$ cat config.mk
export PLATFORM = sky130hd
export DESIGN_NAME = cfu_mac_arbiter
export DESIGN_NICKNAME = d
export VERILOG_FILES = /design/src/rtl/cfu_mac_arbiter.sv
export SDC_FILE = /design/constraint.sdc
export NUM_CORES = 1
export LEC_CHECK = 0
export BUFFER_PORTS_ARGS = -buffer_cell sky130_fd_sc_hd__buf_4
export CAP_MARGIN = 20
export CORE_MARGIN = 8
export CORE_UTILIZATION = 38
export DETAILED_ROUTE_END_ITERATION = 6
export PLACE_DENSITY = 0.72
export RECOVER_POWER = 25
export SETUP_SLACK_MARGIN = 0.05
export SYNTH_ARGS = -nofsm -noshare
export SYNTH_HDL_FRONTEND = slang
export SYNTH_SLANG_ARGS = --single-unit
export TNS_END_PERCENT = 100
$ cat constraint.sdc
create_clock -name clk -period 2 [get_ports clk]
set_input_delay 0.1 -clock clk [delete_from_list [all_inputs] [get_ports clk]]
set_output_delay 0.1 -clock clk [all_outputs]
set_load 0.02 [all_outputs]
$ cat src/rtl/cfu_mac_arbiter.sv
// cfu_mac_arbiter
//   Shares one single-outstanding CFU datapath between two requesters (m0, m1).
//   Round-robin arbitration with one transaction in flight. A requester that
//   issues a MAC (funct3 == 3) locks the arbiter so the shared accumulator is
//   not disturbed, until it sends a non-MAC command or sits idle for
//   LOCK_TIMEOUT cycles (0 disables the timeout).
//
// Ports
//   clk, reset                : clock, synchronous active-high reset
//   mN_cmd_*  (N = 0,1)       : requester command channel (valid/ready)
//   mN_rsp_*                  : requester response channel (valid/ready)
//   s_cmd_*                   : command channel towards the CFU
//   s_rsp_*                   : response channel from the CFU
//   lock_active, lock_owner   : MAC lock status
//   busy                      : high whenever a transaction is in progress
module cfu_mac_arbiter #(
  parameter int LOCK_TIMEOUT = 64,
  parameter int TIMER_W      = 8
) (
  input  logic        clk,
  input  logic        reset,
  input  logic        m0_cmd_valid,
  output logic        m0_cmd_ready,
  input  logic [9:0]  m0_cmd_payload_function_id,
  input  logic [31:0] m0_cmd_payload_inputs_0,
  input  logic [31:0] m0_cmd_payload_inputs_1,
  output logic        m0_rsp_valid,
  input  logic        m0_rsp_ready,
  output logic [31:0] m0_rsp_payload_outputs_0,
  input  logic        m1_cmd_valid,
  output logic        m1_cmd_ready,
  input  logic [9:0]  m1_cmd_payload_function_id,
  input  logic [31:0] m1_cmd_payload_inputs_0,
  input  logic [31:0] m1_cmd_payload_inputs_1,
  output logic        m1_rsp_valid,
  input  logic        m1_rsp_ready,
  output logic [31:0] m1_rsp_payload_outputs_0,
  output logic        s_cmd_valid,
  input  logic        s_cmd_ready,
  output logic [9:0]  s_cmd_payload_function_id,
  output logic [31:0] s_cmd_payload_inputs_0,
  output logic [31:0] s_cmd_payload_inputs_1,
  input  logic        s_rsp_valid,
  output logic        s_rsp_ready,
  input  logic [31:0] s_rsp_payload_outputs_0,
  output logic        lock_active,
  output logic        lock_owner,
  output logic        busy
);

  typedef enum logic [1:0] {ST_IDLE, ST_ISSUE, ST_WAIT, ST_DELIVER} state_t;

  localparam logic [TIMER_W-1:0] TIMEOUT_LOAD = TIMER_W'(LOCK_TIMEOUT);
  localparam logic [TIMER_W-1:0] TIMER_ONE    = TIMER_W'(1);

  state_t             state_q, state_d;
  logic [9:0]         id_q, id_d;
  logic [31:0]        in0_q, in0_d;
  logic [31:0]        in1_q, in1_d;
  logic [31:0]        result_q, result_d;
  logic               grant_q, grant_d;
  logic               last_grant_q, last_grant_d;
  logic               lock_active_q, lock_active_d;
  logic               lock_owner_q, lock_owner_d;
  logic [TIMER_W-1:0] timer_q, timer_d;

  logic        req0, req1, any_req, sel, accept, owner_valid;
  logic [9:0]  sel_id;
  logic [31:0] sel_in0, sel_in1;

  // Arbitration: while locked only the owner is eligible. On a tie the
  // requester that did not win last time gets the grant. cmd_ready is masked
  // during reset so no requester sees a handshake that the reset discards.
  always_comb begin
    req0        = m0_cmd_valid && (!lock_active_q || !lock_owner_q);
    req1        = m1_cmd_valid && (!lock_active_q ||  lock_owner_q);
    any_req     = req0 || req1;
    sel         = (req0 && req1) ? ~last_grant_q : req1;
    accept      = (state_q == ST_IDLE) && any_req && !reset;
    sel_id      = sel ? m1_cmd_payload_function_id : m0_cmd_payload_function_id;
    sel_in0     = sel ? m1_cmd_payload_inputs_0 : m0_cmd_payload_inputs_0;
    sel_in1     = sel ? m1_cmd_payload_inputs_1 : m0_cmd_payload_inputs_1;
    owner_valid = lock_owner_q ? m1_cmd_valid : m0_cmd_valid;
  end

  // Next-state logic for the transaction FSM, the holding registers and the
  // MAC lock. The lock is only updated in IDLE: at a handshake, or by the
  // idle timer when the owner has nothing to send.
  always_comb begin
    state_d       = state_q;
    id_d          = id_q;
    in0_d         = in0_q;
    in1_d         = in1_q;
    result_d      = result_q;
    grant_d       = grant_q;
    last_grant_d  = last_grant_q;
    lock_active_d = lock_active_q;
    lock_owner_d  = lock_owner_q;
    timer_d       = timer_q;
    case (state_q)
      ST_IDLE: begin
        if (accept) begin
          id_d         = sel_id;
          in0_d        = sel_in0;
          in1_d        = sel_in1;
          grant_d      = sel;
          last_grant_d = sel;
          timer_d      = TIMEOUT_LOAD;
          state_d      = ST_ISSUE;
          // Clear-MACs (upper id bits set) also take the lock: they start a
          // new accumulation sequence.
          if (sel_id[2:0] == 3'd3) begin
            lock_active_d = 1'b1;
            lock_owner_d  = sel;
          end else if (lock_active_q) begin
            lock_active_d = 1'b0;
          end
        end else if ((LOCK_TIMEOUT != 0) && lock_active_q && !owner_valid) begin
          if (timer_q <= TIMER_ONE) begin
            lock_active_d = 1'b0;
            timer_d       = '0;
          end else begin
            timer_d = timer_q - TIMER_ONE;
          end
        end
      end
      ST_ISSUE: begin
        if (s_cmd_ready) state_d = ST_WAIT;
      end
      ST_WAIT: begin
        if (s_rsp_valid) begin
          result_d = s_rsp_payload_outputs_0;
          state_d  = ST_DELIVER;
        end
      end
      ST_DELIVER: begin
        if (grant_q ? m1_rsp_ready : m0_rsp_ready) state_d = ST_IDLE;
      end
      default: state_d = ST_IDLE;
    endcase
  end

  // State register. last_grant resets to 1 so m0 wins the first tie.
  always_ff @(posedge clk) begin
    if (reset) begin
      state_q       <= ST_IDLE;
      id_q          <= '0;
      in0_q         <= '0;
      in1_q         <= '0;
      result_q      <= '0;
      grant_q       <= 1'b0;
      last_grant_q  <= 1'b1;
      lock_active_q <= 1'b0;
      lock_owner_q  <= 1'b0;
      timer_q       <= '0;
    end else begin
      state_q       <= state_d;
      id_q          <= id_d;
      in0_q         <= in0_d;
      in1_q         <= in1_d;
      result_q      <= result_d;
      grant_q       <= grant_d;
      last_grant_q  <= last_grant_d;
      lock_active_q <= lock_active_d;
      lock_owner_q  <= lock_owner_d;
      timer_q       <= timer_d;
    end
  end

  // The result register feeds both ports; only rsp_valid is steered.
  assign m0_cmd_ready              = accept && !sel;
  assign m1_cmd_ready              = accept &&  sel;
  assign s_cmd_valid               = (state_q == ST_ISSUE);
  assign s_cmd_payload_function_id = id_q;
  assign s_cmd_payload_inputs_0    = in0_q;
  assign s_cmd_payload_inputs_1    = in1_q;
  assign s_rsp_ready               = (state_q == ST_WAIT);
  assign m0_rsp_valid              = (state_q == ST_DELIVER) && !grant_q;
  assign m1_rsp_valid              = (state_q == ST_DELIVER) &&  grant_q;
  assign m0_rsp_payload_outputs_0  = result_q;
  assign m1_rsp_payload_outputs_0  = result_q;
  assign lock_active               = lock_active_q;
  assign lock_owner                = lock_owner_q;
  assign busy                      = (state_q != ST_IDLE);

endmodule

==> results.md, run 1 <==
* Outcome: finished, final reports clean
* Worst slew margin at 60.5%
* Clk_lat worst skew at 410 ps
* Yosys reg bits at 120
* Final Hold Fails at 0
* CTS HTree Levels at 4
* Worst setup SP type: flop
* DR vias at 7328
* Max-slew violations at 0
* Synth top area share at 44.5%
* Final setup margin at 117 ps
* Number of DRC markers in iteration 0 at 464
* CP Max Fanout at 15
* Nets@finish at 1367
* Reg2reg path depth at 8
* HPWL after detailed placement at 15800 um
* GRT Util Overall at 27.9%
* Die height at 135 um
* Maximum root-to-sink buffer count at 2
* Placed Area at 8020 um2
* Worst-path clk slew at 50 ps
* TritonRoute pass-1 iters at 5
* Antenna-violating nets left at 0
* CTS Sinks at 120
* CP required at 2290 ps
* DRC viols at 0
* Area contributors post-synth: dfxtp_1, nand2_1, a311oi_1, nor2_1, buf_4
* Worst hold path class: input pin to flop
* HP Start: s_cmd_ready
* Crit path largest cell delay at 330 ps
* Endpoints failing setup at 0
* RSZ-0062 raised after global routing: yes
* CP Capture Type: flop
* Die width at 135 um
* Drt wl/cell at 19.9 um
* IR drop worst, VDD at 0.000626 V
* Die Area at 18300 um2
* FF-to-FF setup slack at 120 ps
* Critical path start-end classification: flop to flop
* Root buffer cell: clkbuf_16
* I/O pins at 335
* First-pass GRT wire length at 40800 um
* Average size of a mapped cell at 7.78 um2
* Crit-path cells: inv_1 > ha_2 > o21ai_2 > a21oi_4 > buf_12 > buf_4 > nor2_1 > a311oi_1
* Worst-Margin Slew at 593 ps
* WHS Path Cells at 5
* CTS buffer count at 17
* Seq/Total Area, Yosys at 44.5%
* Site Rows at 43
* Area leader, netlist: dfxtp_1
* F_max at 531 MHz
* Pwr Total at 11.8 mW
* GPL Wtd Cong at 0.830
* Initial antenna violation count at 2
* Power Dens Cells at 1160 nW/um2
* Post-synth top flop: dfxtp_1
* Clock skew at 8.60 ps
* Pin count of the biggest net entering global routing at 43
* CTS tree: done
* Tmin final at 1880 ps
* Synth Cell Area at 5390 um2
* Synthesized Nets at 888
* Slowest-stage cell, CP: dfxtp_1
* Synthesized instance count at 693
* Number of global-route vias before repair at 7643
* Hold path endpoint: state_q[1]$_SDFFE_PP0P_
* Launching point of the worst reg2reg path: state_q[1]$_SDFFE_PP0P_
* Design area at 10200 um2
* Initial Util at 38.9%
* Core Region at 13900 um2
* Pre-CTS setup slack at 106 ps
* Pleak at 4.51 nW
* Total global routing overflow at 0
* Setup TNS at 0 ps
* Share of flip-flops with an asynchronous set or reset at 0%
* EDFF count, synth at 0
* R2R Path End: s_cmd_payload_inputs_1[27]$_SDFFE_PP0P_
* Final Cycle Share at 94.2%
* Worst hold slack at 236 ps
* Port buffer count at 334
* Layout area overhead at 89.3%
* Ys Warns at 0
* Drt via density at 5.37
* Netlist cell types at 49
* Worst EP arrival at 2170 ps
* Layout cells sized above 1 at 29.1%
* Number of max-cap violations at 0
* Detailed Route WL at 27100 um
==> synth_stat cells (all sizes together) (2+ instances only) <==
library cell / number
mux2i: 2
nand2b: 2
mux2: 2
buf: 48
a21oi: 42
inv: 10
o21ai: 7
clkbuf: 39
a31o: 2
ha: 7
a311oi: 74
dfxtp: 120
nand2: 218
o21bai: 2
nand3: 2
or3: 3
nand3b: 3
nor3: 3
and2: 2
nor2: 78
o22ai: 2
a21o: 2
or4: 4
==> worst max-delay path, delay by kind of cell (launching register included) <==
| kind | cells | cell delay (ps) |
|---|---|---|
| buffers and inverters | 3 | 520 |
| DFF | 1 | 330 |
| AOI/OAI and AO/OA | 3 | 610 |
| and+or+nand+nor | 1 | 70 |
| adders and majority gates | 1 | 220 |
==> stage by stage <==
step | util (%) | cells
2_1_floorplan | - | 693
3_3_place_gp | 57.8 | 1147
3_5_place_dp | 57.8 | 1147
4_1_cts | 74.6 | 1357
5_1_grt | 73.5 | 1364
6_report | 73.6 | 1365
==> worst max path at each step <==
stage	endpoint	slack, ps	cells after the start	start
after floorplan	m0_cmd_ready	80	7	lock_active$_SDFFE_PP0P_
after global placement	s_cmd_payload_inputs_1[15]$_SDFFE_PP0P_	200	8	state_q[1]$_SDFFE_PP0P_
after detailed placement	s_cmd_payload_inputs_1[11]$_SDFFE_PP0P_	110	8	state_q[0]$_SDFFE_PP0P_
after CTS	m1_cmd_ready	-20	4	lock_owner$_SDFFE_PP0P_
after global routing	m1_cmd_ready	30	6	state_q[0]$_SDFFE_PP0P_
final	s_cmd_payload_inputs_1[27]$_SDFFE_PP0P_	120	8	state_q[1]$_SDFFE_PP0P_
==> logic make-up (layout without fill, tap and decap cells) <==
logic type                 count (synthesis)  after routing  synth area share [%]
AOI/OAI and AO/OA                        143            143                  19.8
adders and majority gates                  7              7                  1.62
buffers and inverters                     97            586                  9.19
DFF                                      120            120                  44.5
muxes                                      4              4                 0.858
other                                      0              3                     0
and+or+nand+nor                          322            322                  24.0
==> area by class of cell <==
cell class / count / area [um2]
multi-input cells: 476 / 2560
diodes: 3 / 7.51
inverters: 10 / 37.5
flip-flops and latches: 120 / 2400
repair buffers: 547 / 4470
clock buffers: 24 / 462
fillers: 931 / 3670
well taps: 180 / 225
clock inverters: 5 / 50.0
==> per-layer routing <==
metal / GRT usage (%) / up-vias / share of wire (%)
li1: - / 3319 / -
met1: 28.8 / 3357 / 35
met2: 46.4 / 525 / 47
met3: 9.94 / 127 / 11
met4: 20.4 / 0 / 7.1
met5: 0 / - / 0
==> registers in the layout, summed over array words and instances, names as in the netlist, 2 cells and up <==
| name | cells |
|---|---|
| timer_q | 8 |
| s_cmd_payload_inputs_1 | 32 |
| s_cmd_payload_inputs_0 | 32 |
| m0_rsp_payload_outputs_0 | 32 |
| state_q | 2 |
| s_cmd_payload_function_id | 10 |
==> timing repair <==
action / 4_1_cts / 5_1_grt
buffers inserted: 0 / 4
hold buffers: 181 / 0
cloned: 0 / 1
pin swaps: 0 / 2
gates resized for setup: 1 / 9
setup endpoints to repair: 2 / 26
endpoints found under the hold margin: 109 / 0
==> report_power, final <==
group	leakage, nW	internal, mW	switching, mW
combinational	3.27	2.21	3.32
sequential	0.988	3.09	0.474
clock	0.254	1.71	1.01
total	4.51	7.02	4.81
==> placed cells by master, fill, tap and decap left out, types with 10 or more instances in the layout <==
cell type      count
a21oi_1           41
a311oi_1          70
buf_12            11
buf_4            288
clkbuf_1          72
clkbuf_16         18
dfxtp_1          119
dlygate4sd3_1    181
inv_1             10
nand2_1          218
nor2_1            78
No activity file was read; power rests on OpenSTA's default activity.
==> inputs of run 2 (changes only) <==
- CELL_PAD_IN_SITES_DETAIL_PLACEMENT: not set -> 0
- CELL_PAD_IN_SITES_GLOBAL_PLACEMENT: not set -> 1
- CORE_UTILIZATION: 38 -> 29
- PLACE_DENSITY: 0.72 -> not set
- PLACE_DENSITY_LB_ADDON: not set -> 0.1
==> run 2 against run 1 <==
  * Wire length shrank 18%
  * Fmax shrank 1.0%
  * Utilization decreased by 18 points
  * Setup slack got worse by 19 ps
  * Sequential power shrank 3%
  * Register-to-register slack improved by 40 ps
  * First-iteration DRC count decreased by 51%
  * Sequential share of layout area rose by 0.10 points
  * Critical path depth shrank 3
  * Final cell count is 3.3% higher
  * Critical path type is now flop to output port
  * Largest power group unchanged
==> results.md, run 2 (same netlist as run 1, synthesis figures left out) <==
* Outcome: finished, final reports clean
* Detailed Route WL at 22300 um (-18%)
* TritonRoute pass-1 iters at 4 (-1)
* Delay-heaviest family, CP: simple AND/OR/NAND/NOR gates
* Die width at 152 um (+13%)
* Most common cell after layout, fill and taps aside: buf_4
* Die height at 152 um (+13%)
* FF-to-FF setup slack at 160 ps (+40 ps)
* Number of DRC markers in iteration 0 at 226 (-51%)
* Fillers at 1682 (+81%)
* Placed Area at 8010 um2 (-0.16%)
* Setup TNS at 0 ps (unchanged)
* Max-slew violations at 0 (unchanged)
* CTS HTree Levels at 4 (unchanged)
* Most used cell, CP: buf_4
* DR vias at 6531 (-11%)
* Worst setup SP type: flop
* WHS Path Cells at 3 (-2)
* CTS buffer count at 17 (unchanged)
* Register area at 2400 um2 (about the same)
* Worst EP arrival at 1800 ps (-370 ps)
* CTS tree: done
* GRT Util Overall at 18.7% (-9.2 points)
* Final Cycle Share at 95.1% (+0.95 points)
* Drt via density at 4.63 (-14%)
* Clk_lat worst skew at 410 ps (about the same)
* I/O pins at 335 (unchanged)
* CP Capture Type: output port
* Worst-path clk slew at 60 ps (about the same)
* CP required at 1900 ps (-390 ps)
* Crit path buffers/inverters at 2 (-1)
* Crit path largest cell delay at 380 ps (+50 ps)
* CTS Sinks at 120 (unchanged)
* Slowest-stage cell, CP: dfxtp_2
* Final Hold Fails at 0 (unchanged)
* Antenna-violating nets left at 0 (unchanged)
* Total global routing overflow at 0 (unchanged)
* Power Dens Cells at 1120 nW/um2 (-3.6%)
* GPL Wtd Cong at 0.716 (-14%)
* Maximum root-to-sink buffer count at 2 (unchanged)
* Number of global-route vias before repair at 7048 (-7.8%)
* Pin count of the biggest net entering global routing at 66 (+53%)
* Nets@finish at 1358 (-0.66%)
* Multi-input gate area at 2540 um2 (-0.59%)
* Worst-Margin Slew at 472 ps (-120 ps)
* Core Region at 18500 um2 (+33%)
* Critical path start-end classification: flop to output port
* F_max at 526 MHz (-1.0%)
* HPWL after detailed placement at 15400 um (-2.4%)
* RSZ-0062 raised after global routing: yes
* Port buffer count at 334 (unchanged)
* Initial Util at 29.2% (-9.6 points)
* Tmin final at 1900 ps (+18.9 ps)
* Number of diodes at 0 (-3)
* Number of max-cap violations at 0 (unchanged)
* Crit-path cells: nand3b_1 > and3_2 > buf_4 > nor3_1 > buf_4
* DRC viols at 0 (unchanged)
* Worst slew margin at 68.5% (+8.0 points)
* Root buffer cell: clkbuf_16
* First-pass GRT wire length at 35800 um (-12%)
* Reg2reg path depth at 7 (-1)
* Pleak at 4.45 nW (-1.3%)
* Drt wl/cell at 15.8 um (-20%)
* Worst hold path class: input pin to flop
* Layout cells sized above 1 at 29.1% (about the same)
* Site Rows at 50 (+16%)
* Clock skew at 8.64 ps (+0.0400 ps)
* Initial antenna violation count at 0 (-2)
* IR drop worst, VDD at 0.000577 V (-7.8%)
* Layout area overhead at 88.5%
* CP Max Fanout at 9 (-6)
* Endpoints failing setup at 0 (unchanged)
* Commonest non-fill, non-tap cells in the layout: buf_4, nand2_1, dlygate4sd3_1, dfxtp_1, nor2_1
* Die Area at 23200 um2 (+27%)
* Worst path depth at 5 (-3)
* Design area at 10200 um2 (-0.39%)
## run 2: cell count changes in the layout (fill, tap and decap cells not counted), sizes merged
cell         delta
dlygate4sd3     -3
clkinvlp        +6
buf             -6
clkbuf          -4
clkinv          +1
diode           -3
## run 2: per-stage QoR
step	utilization, %	power, mW	hold slack, ps	cells	setup slack, ps
floorplan	-	6.33	236	693	84.4
global placement	43.4	8.56	347	1197	120
detailed placement	43.4	8.54	355	1197	42.5
CTS	56.1	11.8	3.19	1407	56.8
global route	55.1	12.1	17.2	1410	12.0
finish	55.1	11.4	14.7	1410	97.9
## run 2: where the power goes
group / switching (mW) / internal, mW
Clock: 1.12 / 1.73
Combinational: 2.98 / 2.05
Sequential: 0.389 / 3.09
Total: 4.49 / 6.87
## run 2: metal layers
metal  up-vias  part of all wire (%)  GRT usage, %
met4         0                   2.6          7.52
li1       3303                     -             -
met2       258                    48          32.5
met5         -                     0             0
met1      2928                    40          19.9
met3        42                   8.7          7.66
## run 2: repair_timing
action,4_1_cts,5_1_grt
buffers inserted,0,2
pin swaps,0,1
setup endpoints to repair,4,8
gates resized for setup,4,3
endpoints found under the hold margin,106,0
hold buffers,178,0
cloned,0,1
## run 2: worst reg2reg max path: stages (launching register included)
cell	delay, ps
dfxtp_1	330
inv_1	160
ha_4	190
buf_4	110
nand2_1	100
o22a_1	250
or4_1	470
a31oi_1	160
## run 2: final cells by class
type	count	share of cell area (%)
Clock buffer	20	4.39
Clock inverter	12	1.02
Inverter	10	0.369
Multi-Input combinational cell	476	25.0
Sequential cell	120	23.6
Tap cell	234	2.88
Timing Repair Buffer	538	42.7
## run 2: path summary, 6_finish.rpt
path | endpoint | from
setup / recovery | m0_cmd_ready | lock_active$_SDFFE_PP0P_
hold / removal | s_cmd_payload_inputs_0[11]$_SDFFE_PP0P_ | m1_cmd_payload_inputs_0[11]
setup reg to reg | timer_q[5]$_SDFFE_PP0P_ | state_q[0]$_SDFFE_PP0P_
hold reg to reg | m0_rsp_payload_outputs_0[16]$_SDFFE_PP0P_ | m0_rsp_payload_outputs_0[16]$_SDFFE_PP0P_
==> inputs of run 3 (changes only) <==
--- a/config.mk
+++ b/config.mk
@@ -16,2 +16,3 @@
 export RECOVER_POWER = 25
+export REMOVE_ABC_BUFFERS = 1
 export SETUP_SLACK_MARGIN = 0.05
--- a/constraint.sdc
+++ b/constraint.sdc
@@ -3,2 +3,2 @@
 set_output_delay 0.1 -clock clk [all_outputs]
-set_load 0.02 [all_outputs]
+set_load 0.01 [all_outputs]
==> run 3 against run 2 <==
  * Wire length up 6.5%
  * Flip-flop and latch count is the same
  * Setup slack gained 66 ps
  * Clock skew about the same
  * Sequential share of layout area down 0.21 points
  * Register-to-register slack hardly changed
  * Cell area increased by 0.88%
  * Hold slack gained 150 ps
  * Count of clock-buffer cells in the layout up 6
  * Critical path depth unchanged
  * Non-clock buffer count up 6
  * Utilization rose by 0.49 points
  * Critical path type unchanged
  * Critical endpoint unchanged
  * Largest power group unchanged
==> results.md, run 3 (same netlist as run 1, synthesis figures left out) <==
* Outcome: finished, final reports clean
* FF-to-FF setup slack at 170 ps (about the same)
* Maximum root-to-sink buffer count at 2 (unchanged)
* Clk_lat worst skew at 410 ps (about the same)
* Final Hold Fails at 0 (unchanged)
* Initial Util at 29.2% (unchanged)
* Worst path depth at 5 (unchanged)
* Number of max-cap violations at 0 (unchanged)
* F_max at 545 MHz (+3.6%)
* Drt wl/cell at 16.8 um (+6.3%)
* Worst EP arrival at 1740 ps (-60 ps)
* Sw Ratio at 35.6% (-3.9 points)
* Final Cycle Share at 91.8% (-3.3 points)
* Register area at 2400 um2 (unchanged)
* Internal power at 7.06 mW (+2.8%)
* Number of diodes at 0 (unchanged)
* Crit path largest cell delay at 390 ps (about the same)
* Max-slew violations at 0 (unchanged)
* Critical path start-end classification: flop to output port
* CP required at 1900 ps (about the same)
* TritonRoute pass-1 iters at 4 (unchanged)
* Clock group share of total power at 26.3% (+1.2 points)
* Core Region at 18500 um2 (unchanged)
* Pin count of the biggest net entering global routing at 60 (-9.1%)
* Launching point of the worst reg2reg path: state_q[0]$_SDFFE_PP0P_
* Drt via density at 4.68 (+0.93%)
* Most used cell, CP: buf_4
* Total global routing overflow at 0 (unchanged)
* Site Rows at 50 (unchanged)
* Number of global-route vias before repair at 6794 (-3.6%)
* Crit path buffers/inverters at 2 (unchanged)
* GPL Wtd Cong at 0.751 (+4.9%)
* Worst hold slack at 160 ps (+145 ps)
* Finished Core Util at 55.6% (+0.49 points)
* Crit-path cells: nand3b_1 > and3_4 > buf_4 > nor3_1 > buf_4
* GRT Util Overall at 20.1% (+1.4 points)
* Worst-path clk slew at 50 ps (about the same)
* Root buffer cell: clkbuf_16
* Logic pwr share at 41.8% (-2.5 points)
* Initial antenna violation count at 0 (unchanged)
* First-pass GRT wire length at 37800 um (+5.5%)
* Fillers at 1739 (+3.4%)
* Pre-CTS setup slack at 143 ps (+101 ps)
* Reg2reg path depth at 7 (unchanged)
* Port buffer count at 334 (unchanged)
* Crit. Startpoint: lock_active$_SDFFE_PP0P_
* R2R Path End: timer_q[5]$_SDFFE_PP0P_
* Layout cells sized above 1 at 29.0% (-0.074 points)
* Commonest non-fill, non-tap cells in the layout: buf_4, nand2_1, dlygate4sd3_1, dfxtp_1, nor2_1
* Die height at 152 um (unchanged)
* Worst setup SP type: flop
* DR vias at 6606 (+1.1%)
* Setup TNS at 0 ps (unchanged)
* Worst hold path class: input pin to flop
* Switching power at 3.91 mW (-13%)
* IR drop worst, VDD at 0.000604 V (+4.5%)
* Most common cell after layout, fill and taps aside: buf_4
* CTS buffer count at 17 (unchanged)
* CP Capture Type: output port
* Die width at 152 um (unchanged)
* CTS Sinks at 120 (unchanged)
* Die Area at 23200 um2 (unchanged)
* I/O pins at 335 (unchanged)
* Number of DRC markers in iteration 0 at 261 (+15%)
* Multi-input gate area at 2540 um2 (-0.25%)
* Clock skew at 8.62 ps (-0.0196 ps)
* Slowest-stage cell, CP: dfxtp_2
* WHS Path Cells at 4 (+1)
* CTS tree: done
* Endpoints failing setup at 0 (unchanged)
* Worst slew margin at 52.5% (-16 points)
* DRC viols at 0 (unchanged)
* Power share of the sequential group at 31.8% (+1.2 points)
* CTS HTree Levels at 4 (unchanged)
* CP Max Fanout at 9 (unchanged)
* Tmin final at 1840 ps (-66.0 ps)
* Detailed Route WL at 23800 um (+6.5%)
* RSZ-0062 raised after global routing: yes
* Antenna-violating nets left at 0 (unchanged)
* Power Dens Cells at 1070 nW/um2 (-4.2%)
* Layout area overhead at 90.2%
* HPWL after detailed placement at 17200 um (+11%)
* Worst setup path end: m0_cmd_ready
* Delay-heaviest family, CP: simple AND/OR/NAND/NOR gates
* Worst-Margin Slew at 712 ps (+240 ps)
* Nets@finish at 1364 (+0.44%)
* Pwr Total at 11.0 mW (-3.4%)
* Final setup margin at 164 ps (+66.0 ps)
* Pleak at 4.51 nW (+1.3%)
[run 3: worst min path at each step]
| stage | from | endpoint | slack [ps] |
|---|---|---|---|
| floorplan | reset | grant_q$_SDFFE_PP0P_ | 170 |
| global placement | s_rsp_payload_outputs_0[4] | m0_rsp_payload_outputs_0[4]$_SDFFE_PP0P_ | 350 |
| detailed placement | s_rsp_payload_outputs_0[16] | m0_rsp_payload_outputs_0[16]$_SDFFE_PP0P_ | 360 |
| CTS | m1_cmd_valid | s_cmd_payload_inputs_1[18]$_SDFFE_PP0P_ | 140 |
| global route | m1_cmd_valid | s_cmd_payload_inputs_1[18]$_SDFFE_PP0P_ | 170 |
| finish | m1_cmd_valid | s_cmd_payload_inputs_1[18]$_SDFFE_PP0P_ | 160 |
[run 3: cell type report]
cell class,count,share of cell area (%)
Multi-Input combinational cell,476,24.7
Inverter,10,0.366
Clock inverter,3,0.390
Timing Repair Buffer,544,43.3
Clock buffer,26,4.96
Tap cell,234,2.85
Sequential cell,120,23.4
[run 3: power groups by stage]
stage	clock network, mW	logic (mW)	registers (mW)
after floorplan	0	1.72	3.60
after global placement	0	4.65	3.54
after detailed placement	0	4.67	3.55
after CTS	2.97	4.99	3.51
after global routing	3.09	5.06	3.60
final	2.89	4.59	3.49
[run 3: what timing repair did]
item                                    in CTS  in global routing
endpoints found under the hold margin      107                  0
resized for setup                            3                  6
endpoints found under the setup margin       2                  5
pin swaps                                    0                  1
buffers inserted                             0                  2
gates cloned                                 0                  0
hold buffers                               181                  0
[run 3: routing by layer]
layer  up-vias  routed length, um  global-route usage, %  part of all wire (%)
li1       3314                  -                      -                     -
met1      3003              10100                   23.8                    42
met2       257              11500                   33.9                    48
met3        32               1680                   6.30                   7.1
met4         0                503                   6.43                   2.1
met5         -                  0                      0                     0
[run 3: worst register-to-register path: cells and delay by family, from the launching register on]
family	cells	cell delay (ps)
adders and majority gates	1	190
buffers and inverters	2	230
DFF	1	330
AOI/OAI and AO/OA	2	430
and+or+nand+nor	2	590
[run 3: metrics by stage]
stage | cell area, um2 | std cells
5_1_grt | 10300 | 1413
2_1_floorplan | 4940 | 606
3_3_place_gp | 8100 | 1201
3_5_place_dp | 8100 | 1201
6_report | 10300 | 1413
4_1_cts | 10500 | 1411
